**src/rtl/serial_addsub_unit.sv**
```systemverilog
// serial_addsub_unit: bit-serial adder/subtractor, LSB first, WIDTH cycles per operation.
// Controller (IDLE/RUN/DONE) and shift-register datapath share one block.
module serial_addsub_unit #(
    parameter int WIDTH = 8
) (
    input  logic             clk,
    input  logic             Mrst,
    input  logic             go,
    input  logic             sub,
    input  logic             acc,
    input  logic [WIDTH-1:0] a,
    input  logic [WIDTH-1:0] b,
    output logic [WIDTH-1:0] sum,
    output logic             cout,
    output logic             ovf,
    output logic             busy,
    output logic             done,
    output logic [1:0]       STATE
);

    localparam int CW = (WIDTH > 1) ? $clog2(WIDTH) : 1;

    typedef enum logic [1:0] {
        S_IDLE = 2'b00,
        S_RUN  = 2'b01,
        S_DONE = 2'b10
    } state_t;

    state_t           state_q;
    state_t           state_d;
    logic [WIDTH-1:0] op_a;
    logic [WIDTH-1:0] op_b;
    logic [WIDTH-1:0] sum_r;
    logic             carry;
    logic             cout_r;
    logic             ovf_r;
    logic [CW-1:0]    cnt;
    logic             s_bit;
    logic             c_next;
    logic             last_bit;

    // Full-adder slice on the current LSBs plus the end-of-operation detect
    always_comb begin
        s_bit    = op_a[0] ^ op_b[0] ^ carry;
        c_next   = (op_a[0] & op_b[0]) | (op_a[0] & carry) | (op_b[0] & carry);
        last_bit = (cnt == CW'(WIDTH - 1));
    end

    // Next-state logic; the unused encoding 11 falls back to IDLE
    always_comb begin
        state_d = S_IDLE;
        case (state_q)
            S_IDLE:  state_d = go ? S_RUN : S_IDLE;
            S_RUN:   state_d = last_bit ? S_DONE : S_RUN;
            S_DONE:  state_d = go ? S_DONE : S_IDLE;
            default: state_d = S_IDLE;
        endcase
    end

    // State register
    always_ff @(posedge clk) begin
        if (Mrst) begin
            state_q <= S_IDLE;
        end else begin
            state_q <= state_d;
        end
    end

    // Datapath: operand load on go, one result bit per RUN cycle, flags on the last bit
    always_ff @(posedge clk) begin
        if (Mrst) begin
            op_a   <= '0;
            op_b   <= '0;
            sum_r  <= '0;
            carry  <= 1'b0;
            cout_r <= 1'b0;
            ovf_r  <= 1'b0;
            cnt    <= '0;
        end else begin
            case (state_q)
                S_IDLE: begin
                    if (go) begin
                        // Subtraction is A + ~B + 1: the +1 enters as the initial carry
                        op_a   <= acc ? sum_r : a;
                        op_b   <= sub ? ~b : b;
                        carry  <= sub;
                        cnt    <= '0;
                        cout_r <= 1'b0;
                        ovf_r  <= 1'b0;
                    end
                end
                S_RUN: begin
                    sum_r <= {s_bit, sum_r[WIDTH-1:1]};
                    op_a  <= {1'b0, op_a[WIDTH-1:1]};
                    op_b  <= {1'b0, op_b[WIDTH-1:1]};
                    carry <= c_next;
                    cnt   <= cnt + CW'(1);
                    if (last_bit) begin
                        cout_r <= c_next;
                        ovf_r  <= carry ^ c_next;
                    end
                end
                default: ;
            endcase
        end
    end

    // Outputs decode directly from registers
    always_comb begin
        sum   = sum_r;
        cout  = cout_r;
        ovf   = ovf_r;
        busy  = (state_q == S_RUN);
        done  = (state_q == S_DONE);
        STATE = state_q;
    end

endmodule

```
**config.mk**
```make
export PLATFORM = sky130hd
export DESIGN_NAME = serial_addsub_unit
export DESIGN_NICKNAME = d
export VERILOG_FILES = /design/src/rtl/serial_addsub_unit.sv
export SDC_FILE = /design/constraint.sdc
export NUM_CORES = 1
export LEC_CHECK = 0
export ABC_AREA = 1
export ABC_CLOCK_PERIOD_IN_PS = 3000
export BUFFER_PORTS_ARGS = -buffer_cell sky130_fd_sc_hd__buf_2
export CAP_MARGIN = 10
export CORE_MARGIN = 2
export CORE_UTILIZATION = 45
export CTS_BUF_LIST = sky130_fd_sc_hd__clkbuf_8
export CTS_CLUSTER_DIAMETER = 60
export DETAILED_ROUTE_END_ITERATION = 7
export GPL_ROUTABILITY_DRIVEN = 0
export MAX_ROUTING_LAYER = met4
export PLACE_DENSITY = 0.69
export SYNTH_ARGS = -nofsm -noshare
export SYNTH_HDL_FRONTEND = slang
export SYNTH_SLANG_ARGS = --single-unit
```
**constraint.sdc**
```tcl
create_clock -name clk -period 3 [get_ports clk]
set_clock_uncertainty 0.05 [all_clocks]
set_input_delay 0.3 -clock clk [delete_from_list [all_inputs] [get_ports clk]]
set_output_delay 0.3 -clock clk [all_outputs]
set_load 0.01 [all_outputs]
```
=== Word level (Yosys, flattened, before mapping) ===
Index checks and enable logic that the tools add are counted.

* Multipliers: 0
* Shift operators: 0
* Reductions and logical operators: 4
* Magnitude comparators: 0
* Bitwise gates (word level): 9
* Equal/unequal tests: 5
* Divide/modulo/power cells: 0
* Multiplexer cells: 19
* Add/subtract/negate cells: 1

{| class="wikitable"
|+ Operator list
! cell !! count
|-
| 8-bit two-way mux || 4
|-
| 8-bit one-hot mux with 2 select lines || 2
|-
| 8-bit inverter || 1
|-
| 1-bit one-hot mux with 2 select lines || 3
|-
| 2-bit one-hot mux with 3 select lines || 1
|-
| 3-bit one-hot mux with 2 select lines || 1
|-
| 1-bit two-way mux || 5
|-
| 2-bit two-way mux || 2
|-
| 3-bit by 1-bit adder with 3-bit output, second input constant || 1
|-
| 1-bit bitwise AND || 3
|-
| 3-bit equality test, second input constant || 1
|-
| 3-bit two-way mux || 1
|-
| 3-bit AND reduction || 1
|-
| 1-bit bitwise XOR || 3
|-
| 2-bit by 1-bit equality test with 1-bit output, second input constant || 1
|-
| 2-bit equality test, second input constant || 1
|-
| 2-bit zero test || 1
|-
| 2-bit by 1-bit inequality test with 1-bit output, second input constant || 1
|-
| 2-bit inequality test, second input constant || 1
|-
| 1-bit bitwise OR || 2
|-
| 2-bit AND reduction || 1
|-
| 2-bit nonzero test || 1
|}

* Memories: 0
* Memory bits (writable): 0
* Output and inout port bits: 14
* Bits in registers: 32
* Bits in read-only memories: 0
* Logic and storage cells: 46
* Bits in latches: 0
* Input bits: 21

=== Depth between registers and ports, before layout ===
Gate-level depths: netlist of the first run.

* Depth in word-level cells: 6
* Mapped depth: 8
* Mapped depth without buffers: 8

=== Worst setup path after synthesis of the first run ===
Ideal clock, no wire load.

* Kind: register to register
* Start: reg op_a[0]
* End: reg ovf_r (netlist: ovf)
* Required time: 2.837 ns
* Data arrival time: 1.081 ns
* Buffers on the path: 0
* Period minus slack after synthesis: 1.244 ns
* Cell stages (with the launch flop): 9
* Path slack: 1.756 ns
* Setup time: 0.113 ns
* Cells stage by stage: dfxtp_1 > inv_1 > fa_1 > inv_1 > nand2_1 > nand3_1 > nand2_1 > nand2_1 > nor2_1

* Word-level cells in the longest chain between the ends: 6

{| class="wikitable"
|+ RTL lines
! item !! RTL line !! source
|-
| start, declared || 31 || <nowiki>logic [WIDTH-1:0] op_a;</nowiki>
|-
| start signal, assigned || 84 || <nowiki>op_a <= acc ? sum_r : a;</nowiki>
|-
| start signal, assigned || 94 || <nowiki>op_a <= {1'b0, op_a[WIDTH-1:1]};</nowiki>
|-
| 1-bit bitwise AND || 45 || <nowiki>c_next = (op_a[0] & op_b[0]) | (op_a[0] & carry) | (op_b[0] & carry);</nowiki>
|-
| 1-bit bitwise OR (*) (2 in series) || 45 ||
|-
| 1-bit bitwise XOR (*) || 100 || <nowiki>ovf_r <= carry ^ c_next;</nowiki>
|-
| 1-bit two-way mux (*) || 98 || <nowiki>if (last_bit) begin</nowiki>
|-
| 1-bit one-hot mux with 2 select lines (*) || 80 || <nowiki>case (state_q)</nowiki>
|-
| end signal, assigned || 100 ||
|-
| end, declared || 36 || <nowiki>logic ovf_r;</nowiki>
|}

Every way passes the cells marked *; elsewhere a longest branch is shown, timed or not. The select of a mux whose other input is x is not followed.
A chain may end at the register's enable or synchronous reset.

=== Worst setup path after layout of the first run ===
* Start: reg state_q[0] (netlist: STATE[0])
* End: out busy

* Word-level cells in the longest chain between the ends: 1

{| class="wikitable"
|+ RTL lines
! item !! RTL line !! source
|-
| start, declared || 29 || <nowiki>state_t state_q;</nowiki>
|-
| start signal, assigned || 65 || <nowiki>state_q <= state_d;</nowiki>
|-
| 2-bit by 1-bit equality test with 1-bit output || 113 || <nowiki>busy = (state_q == S_RUN);</nowiki>
|-
| end, declared || 16 || <nowiki>output logic busy,</nowiki>
|}

Every way passes these cells.

==> impl_metrics.csv, run 1 <==
group,metric,value,unit
status,run_status,"finished, final reports clean",
global_route,grt_overflow,0,
setup_path,crit_buf_inv,3,
power_and_ir_drop,leakage_power_figure,0.00110,uW
logic_synthesis,asyncSetResetFlopFracSynth,0,%
logic_synthesis,synth_common_cells,"sky130_fd_sc_hd__nand2_1 (119), sky130_fd_sc_hd__dfxtp_1 (32), sky130_fd_sc_hd__inv_1 (30)",
finish,postLayoutCoreUtil,56.5,%
clocking,tritoncts.num_buffers,5,
logic_synthesis,synth_seq_area_share,39.8,%
global_route,via_count_of_the_first_global_routing_pass,1406,
finish,final-seq-area,641,um2
power_and_ir_drop,clkPwrFrac,41.9,%
finish,layout.nets,315,
setup_path,worst_r2r_path_depth,7,
detailed_routing,drt-pass1-iter-count,7,
sta,finalCritPeriodShare,55.8,%
finish,multi_input_comb_area,788,um2
power_and_ir_drop,net-switching-power,271,uW
clocking,clockBufferDepth,2,
logic_synthesis,synth_enable_flop_cells,0,
floorplan,design.die.area,0.00407,mm2
power_and_ir_drop,power_density,561,mW/mm2
clocking,maximum_level_of_the_cts_h_tree,2,
job,number_of_maximum_capacitance_violations,0,
sta,count_of_endpoints_failing_setup_in_the_final_report,0,
sta,max_slew.worst_pin.slew,0.755,ns
clocking,ctsHoldBuffers,0,
floorplan,initial_utilization,47.5,%
setup_path,critPathMaxStageDelay,0.40,ns
power_and_ir_drop,internal_power,803,uW
sta,timing.hold.ws,0.210,ns
placement,io_buffers,34,
setup_path,endpoint_kind,"output port",
finish,synthToLayoutAreaGrowth,19.0,%
clocking,cell_at_the_root_of_the_clock_tree,"sky130_fd_sc_hd__clkbuf_8",
clocking,worst_skew_late_latency,0.29,ns
floorplan,core,0.00339,mm2
min_path,hold_path_class,"in -> reg",
logic_synthesis,synthDominantCellAreaShare,39.8,%
detailed_routing,drt-vias-per-instance,4.60,
setup_path,critical_path_cell_sequence,"inv_1 -> nor2_1 -> buf_4 -> buf_2",
clocking,clk_pin_slew,0.07,ns
sta,final.min_clock_period,1.67,ns
clocking,cts_tree,"yes",
setup_path,critical_path.slowest_cell,"sky130_fd_sc_hd__dfxtp_1",
power_and_ir_drop,sequentialPowerShare,43.9,%
global_route,largest_net_degree_at_the_start_of_global_routing,30,
clocking,cts_setup_buffers,0,
logic_synthesis,synthDominantAreaCellType,"sky130_fd_sc_hd__dfxtp_1",
logic_synthesis,synth_cell_type_count,19,
logic_synthesis,ys.flop_type,"sky130_fd_sc_hd__dfxtp_1",
sta,tns,0,ns
logic_synthesis,synth-warning-count,0,
logic_synthesis,post_synthesis_cell_count,258,
logic_synthesis,mappedNetlistNets,282,
min_path,timing.hold.worst_path_depth,2,
detailed_routing,route.final.wire_length,3.36,mm
setup_path,cp.depth,4,
floorplan,ios,35,
finish,final_layout_size_suffix_gt1_share,15.8,%
setup_path,critical_path_peak_fanout,29,
sta,worst_slew_margin_rel,49.6,%
floorplan,die_height,63.8,um
placement,hpwlAfterDp,2.27,mm
clocking,cts.sinks,32,
logic_synthesis,synthesis.area,0.00161,mm2
sta,grt_setup_unrepaired,"no",
detailed_routing,num_vias,1556,
setup_path,path_delay_family,"buffers and inverters",
sta,final_max_slew_viol_count,0,
floorplan,core.rowCount,21,
power_and_ir_drop,max-vdd-ir-drop,0.389,mV
global_route,grt_first_pass_wirelength,6.04,mm
power_and_ir_drop,power.combinational.fraction,14.2,%
logic_synthesis,synth.top_cells.by_area,"sky130_fd_sc_hd__dfxtp_1 (40%), sky130_fd_sc_hd__nand2_1 (28%), sky130_fd_sc_hd__inv_1 (7.0%)",
finish,filler_cell_count,335,
setup_path,crit_required,2.65,ns
detailed_routing,drt_drc_violations_left,0,
finish,number_of_antenna_diodes,0,
floorplan,dieWidth,63.8,um
detailed_routing,initialDrtViolationCount,49,
logic_synthesis,post_synth.cell_area_avg,6.24,um2
setup_path,worstSetupPathType,"reg -> out",
setup_path,critical_path.startpoint_type,"flop",
global_route,total_routing_resource_utilization_after_global_routing,19.3,%
logic_synthesis,synth.ff_latch_count,32,
sta,final_hold_viol_count,0,
clocking,cts_repair_resize_count,0,
logic_synthesis,yosysMostFrequentCell,"sky130_fd_sc_hd__nand2_1",
power_and_ir_drop,power_switching_share,25.2,%
detailed_routing,wire_per_inst,9.95,um
setup_path,worstPathArrival,1.32,ns
sta,max_clock_freq,598,MHz
global_route,antenna_violations_before_repair,0,
detailed_routing,antenna_left,0,
## kinds of logic (layout without fill, tap and decap cells)
family | after synthesis | after routing | synth area share, %
simple gates | 163 | 163 | 39.9
compound gates | 18 | 18 | 5.75
xor+xnor | 1 | 1 | 0.544
fa+ha+maj | 3 | 3 | 2.80
flops | 32 | 32 | 39.8
buf+inv | 41 | 75 | 11.2
## metal layers
metal  share of wire, %  track usage [%]
met5                  0                -
met4                1.9             4.89
met3                5.1             5.81
met2                 45             30.5
met1                 48             24.0
## state kept, by name, indices dropped and copies added (netlist names)
name,flops
STATE,2
carry,1
cnt,3
cout,1
op_a,8
op_b,8
ovf,1
sum,8
## metrics by stage
stage	total power, uW	instances	cell area, um2	setup WS, ns
finish	1070	338	1910	1.33
floorplan	586	258	1610	1.76
CTS	1080	338	1910	1.32
global placement	631	330	1790	1.54
global route	1130	338	1910	1.18
detailed placement	633	330	1790	1.52
## worst register-to-register path: stages (launching register included)
cell and delay (ns):
sky130_fd_sc_hd__dfxtp_1 0.35, sky130_fd_sc_hd__inv_1 0.08, sky130_fd_sc_hd__nand2_1 0.06, sky130_fd_sc_hd__nor2_2 0.50, sky130_fd_sc_hd__nand2_1 0.13, sky130_fd_sc_hd__nand3_1 0.10, sky130_fd_sc_hd__nand2_1 0.05, sky130_fd_sc_hd__inv_1 0.07
## layout by cell type, fill, tap and decap left out
master                      count
sky130_fd_sc_hd__clkbuf_8       7
sky130_fd_sc_hd__fa_1           1
sky130_fd_sc_hd__ha_1           2
sky130_fd_sc_hd__nand3_1       18
sky130_fd_sc_hd__o21ai_0        9
sky130_fd_sc_hd__inv_2          1
sky130_fd_sc_hd__nor2_1        23
sky130_fd_sc_hd__and2_1         1
sky130_fd_sc_hd__xor2_1         1
sky130_fd_sc_hd__nor2_2         1
sky130_fd_sc_hd__o21ai_1        1
sky130_fd_sc_hd__bufinv_16      1
sky130_fd_sc_hd__inv_1         30
sky130_fd_sc_hd__nand2_1      119
sky130_fd_sc_hd__and2_0         1
sky130_fd_sc_hd__buf_2         34
sky130_fd_sc_hd__a21oi_1        7
sky130_fd_sc_hd__dfxtp_1       32
sky130_fd_sc_hd__buf_4          2
sky130_fd_sc_hd__o21a_1         1
## power groups by stage
stage / logic (uW) / clock network, uW / registers [uW]
6_report: 152 / 450 / 472
4_1_cts: 154 / 455 / 472
3_5_place_dp: 152 / 0 / 480
5_1_grt: 178 / 477 / 476
2_1_floorplan: 103 / 0 / 483
3_3_place_gp: 151 / 0 / 480
## path summary, 6_finish.rpt
kind                                           start              endpoint  slack (ns)
worst min-delay path                            Mrst  op_b[7]$_SDFFE_PP0P_        0.21
worst min register to register  op_a[7]$_SDFFE_PP0P_  op_a[7]$_SDFFE_PP0P_        0.42
worst max register to register   STATE[0]$_SDFF_PP0_  op_a[6]$_SDFFE_PP0P_        1.55
worst max-delay path             STATE[0]$_SDFF_PP0_                  busy        1.33
## cell type report
cell class / instances / share of cell area [%]
clock buffers: 7 / 5.03
clock inverters: 1 / 1.57
inverters: 31 / 6.08
multi-input cells: 185 / 41.2
flip-flops and latches: 32 / 33.5
well taps: 46 / 3.01
repair buffers: 36 / 9.67
No activity file was read; power rests on OpenSTA's default activity.
==> inputs of run 2 (changes only) <==
- ABC_AREA: 1 -> 0
- ABC_CLOCK_PERIOD_IN_PS: 3000 -> 1630
- PLACE_DENSITY: 0.69 -> 0.7
- clock period: 3 -> 1.63 ns (I/O delays scaled with it)
==> run 2 against run 1 <==
  * Flip-flop and latch count did not move
  * Via count shrank 20%
  * Wire length grew 1.4%
  * Register-to-register slack worse by 1.5 ns
  * Count of clock-buffer cells in the layout shrank 2
  * Total power increased by 53%
  * Synthesized cell count is 40% lower
  * Largest cell class unchanged
  * Hold slack got worse by 0.068 ns
  * Sequential share of layout area up 3.1 points
==> impl_metrics.csv, run 2 <==
group,metric,value,unit
status,run_status,"finished, final reports clean",
logic_synthesis,post_synth.cell_area_avg,9.52,um2
finish,number_of_antenna_diodes,0,
placement,hpwlAfterDp,2.44,mm
setup_path,endpoint_kind,"flop",
placement,place_worst_setup_slack,-0.0691,ns
sta,timing.hold.ws,0.141,ns
logic_synthesis,synthDominantAreaCellType,"sky130_fd_sc_hd__dfxtp_1",
logic_synthesis,yosysMostFrequentCell,"sky130_fd_sc_hd__dfxtp_1",
global_route,total_routing_resource_utilization_after_global_routing,21.6,%
logic_synthesis,synthesis.area,0.00147,mm2
clocking,cts_tree,"yes",
clocking,tritoncts.num_buffers,5,
setup_path,critical_path_peak_fanout,3,
floorplan,design.die.area,0.00373,mm2
clocking,cell_at_the_root_of_the_clock_tree,"sky130_fd_sc_hd__clkbuf_8",
clocking,cts.sinks,32,
setup_path,worstPathArrival,1.77,ns
sta,count_of_endpoints_failing_setup_in_the_final_report,0,
placement,instance_count_after_placement_with_tap_cells_included,225,
finish,layout.nets,213,
sta,final_hold_viol_count,0,
floorplan,dieWidth,61.1,um
clocking,clockBufferDepth,2,
global_route,largest_net_degree_at_the_start_of_global_routing,15,
finish,final_cell_area,0.00177,mm2
floorplan,die_height,61.1,um
detailed_routing,wire_per_inst,14.6,um
detailed_routing,drt-pass1-iter-count,5,
logic_synthesis,synthDominantCellAreaShare,43.7,%
logic_synthesis,mappedNetlistNets,178,
finish,layout.cells.most_common_list,"sky130_fd_sc_hd__buf_2 (34), sky130_fd_sc_hd__dfxtp_1 (28), sky130_fd_sc_hd__nor2_1 (22)",
min_path,hold_path_class,"in -> reg",
logic_synthesis,synth_seq_area_share,43.7,%
floorplan,core.rowCount,20,
logic_synthesis,asyncSetResetFlopFracSynth,0,%
global_route,grt_first_pass_wirelength,5.58,mm
global_route,via_count_of_the_first_global_routing_pass,1226,
global_route,grt_overflow,0,
sta,final_max_slew_viol_count,0,
clocking,worst_skew_late_latency,0.28,ns
detailed_routing,initialDrtViolationCount,96,
clocking,clk_pin_slew,0.06,ns
logic_synthesis,post_synthesis_cell_count,154,
logic_synthesis,synth_enable_flop_cells,0,
setup_path,worstSetupPathType,"reg -> reg",
logic_synthesis,synth-warning-count,0,
detailed_routing,num_vias,1246,
sta,max_clock_freq,623,MHz
logic_synthesis,synth.top_cells.by_area,"sky130_fd_sc_hd__dfxtp_1 (44%), sky130_fd_sc_hd__a221o_2 (6.9%), sky130_fd_sc_hd__nor2_1 (6.1%)",
detailed_routing,route.final.wire_length,3.41,mm
sta,finalCritPeriodShare,98.5,%
placement,placedInstanceArea,0.00165,mm2
power_and_ir_drop,power_density,933,mW/mm2
floorplan,ios,35,
sta,max_slew.worst_pin.slew,0.541,ns
placement,io_buffers,34,
logic_synthesis,synth_cell_type_count,30,
sta,worst_slack,0.0241,ns
global_route,antenna_violations_before_repair,0,
power_and_ir_drop,max-vdd-ir-drop,0.663,mV
power_and_ir_drop,total_power,1650,uW
finish,filler_cell_count,271,
logic_synthesis,synth.ff_latch_count,32,
finish,instances_no_fill,233,
floorplan,core,0.00308,mm2
job,number_of_maximum_capacitance_violations,0,
finish,synthToLayoutAreaGrowth,20.4,%
finish,layout.cells.most_common,"sky130_fd_sc_hd__buf_2",
sta,final.min_clock_period,1.61,ns
finish,final_layout_size_suffix_gt1_share,38.6,%
clocking,maximum_level_of_the_cts_h_tree,2,
detailed_routing,drt_drc_violations_left,0,
sta,worst_slew_margin_rel,63.9,%
logic_synthesis,synth_common_cells,"sky130_fd_sc_hd__dfxtp_1 (32), sky130_fd_sc_hd__nor2_1 (24), sky130_fd_sc_hd__nand2_1 (14)",
setup_path,critical_path.startpoint_type,"flop",
setup_path,crit_required,1.80,ns
detailed_routing,antenna_left,0,
power_and_ir_drop,leakage_power_figure,0.000740,uW
floorplan,initial_utilization,47.6,%
logic_synthesis,ys.flop_type,"sky130_fd_sc_hd__dfxtp_1",
detailed_routing,drt-vias-per-instance,5.35,
## run 2: per-layer routing
layer	track usage [%]	wire, um	part of all wire [%]
met2	33.6	1730	51
met5	-	0	0
met4	8.39	48	1.4
met3	7.56	141	4.1
met1	25.5	1490	44
## run 2: power by group
part	internal, uW	switching, uW
registers	822	29.2
logic	109	120
clock network	283	284
total	1210	433
## run 2: cell type report
type	count	area [um2]	share of cell area (%)
Clock buffer	5	68.8	3.90
Clock inverter	2	8.76	0.496
Inverter	5	22.5	1.28
Multi-Input combinational cell	105	749	42.5
Sequential cell	32	646	36.6
Tap cell	44	55.1	3.12
Timing Repair Buffer	40	215	12.2
## run 2: through the flow
stage | setup TNS (ns) | util, %
3_5_place_dp | -0.271 | 53.6
6_report | 0 | 57.4
3_3_place_gp | -0.0928 | 53.6
2_1_floorplan | 0 | -
5_1_grt | -0.0232 | 57.4
4_1_cts | 0 | 56.9
## run 2: worst paths after layout
| path | from | endpoint | slack (ns) | depth (start not counted) |
|---|---|---|---|---|
| setup / recovery | op_b[0]$_SDFFE_PP0P_ | ovf$_SDFFE_PP0P_ | 0.02 | 5 |
| hold / removal | Mrst | ovf$_SDFFE_PP0P_ | 0.14 | 2 |
| setup reg to reg | op_b[0]$_SDFFE_PP0P_ | ovf$_SDFFE_PP0P_ | 0.02 | 5 |
| hold reg to reg | cnt[0]$_SDFFE_PP0P_ | cnt[0]$_SDFFE_PP0P_ | 0.40 | 1 |
## run 2: cell families (layout without fill, tap and decap cells)
logic type	count (synthesis)	count (layout)	share of synthesized area, %
and+or+nand+nor	46	46	14.4
AOI/OAI and AO/OA	38	38	20.6
DFF	32	32	43.7
buffers and inverters	17	52	6.65
xor gates and xnor gates	9	9	5.38
muxes	9	9	6.23
adders and majority gates	3	3	3.07
## run 2: critical path, cell delays in order (launching register included)
cell and delay, ns:
sky130_fd_sc_hd__dfxtp_2 0.34, sky130_fd_sc_hd__inv_2 0.04, sky130_fd_sc_hd__fa_2 0.40, sky130_fd_sc_hd__xor2_1 0.15, sky130_fd_sc_hd__or4_4 0.42, sky130_fd_sc_hd__a21oi_2 0.13
## run 2: repair_timing
| item | 4_1_cts | 5_1_grt |
|---|---|---|
| gates resized for setup | 6 | 7 |
| hold buffers | 0 | 0 |
| endpoints found under the setup margin | 17 | 16 |
| pin swaps | 1 | 2 |
| buffers inserted | 1 | 0 |
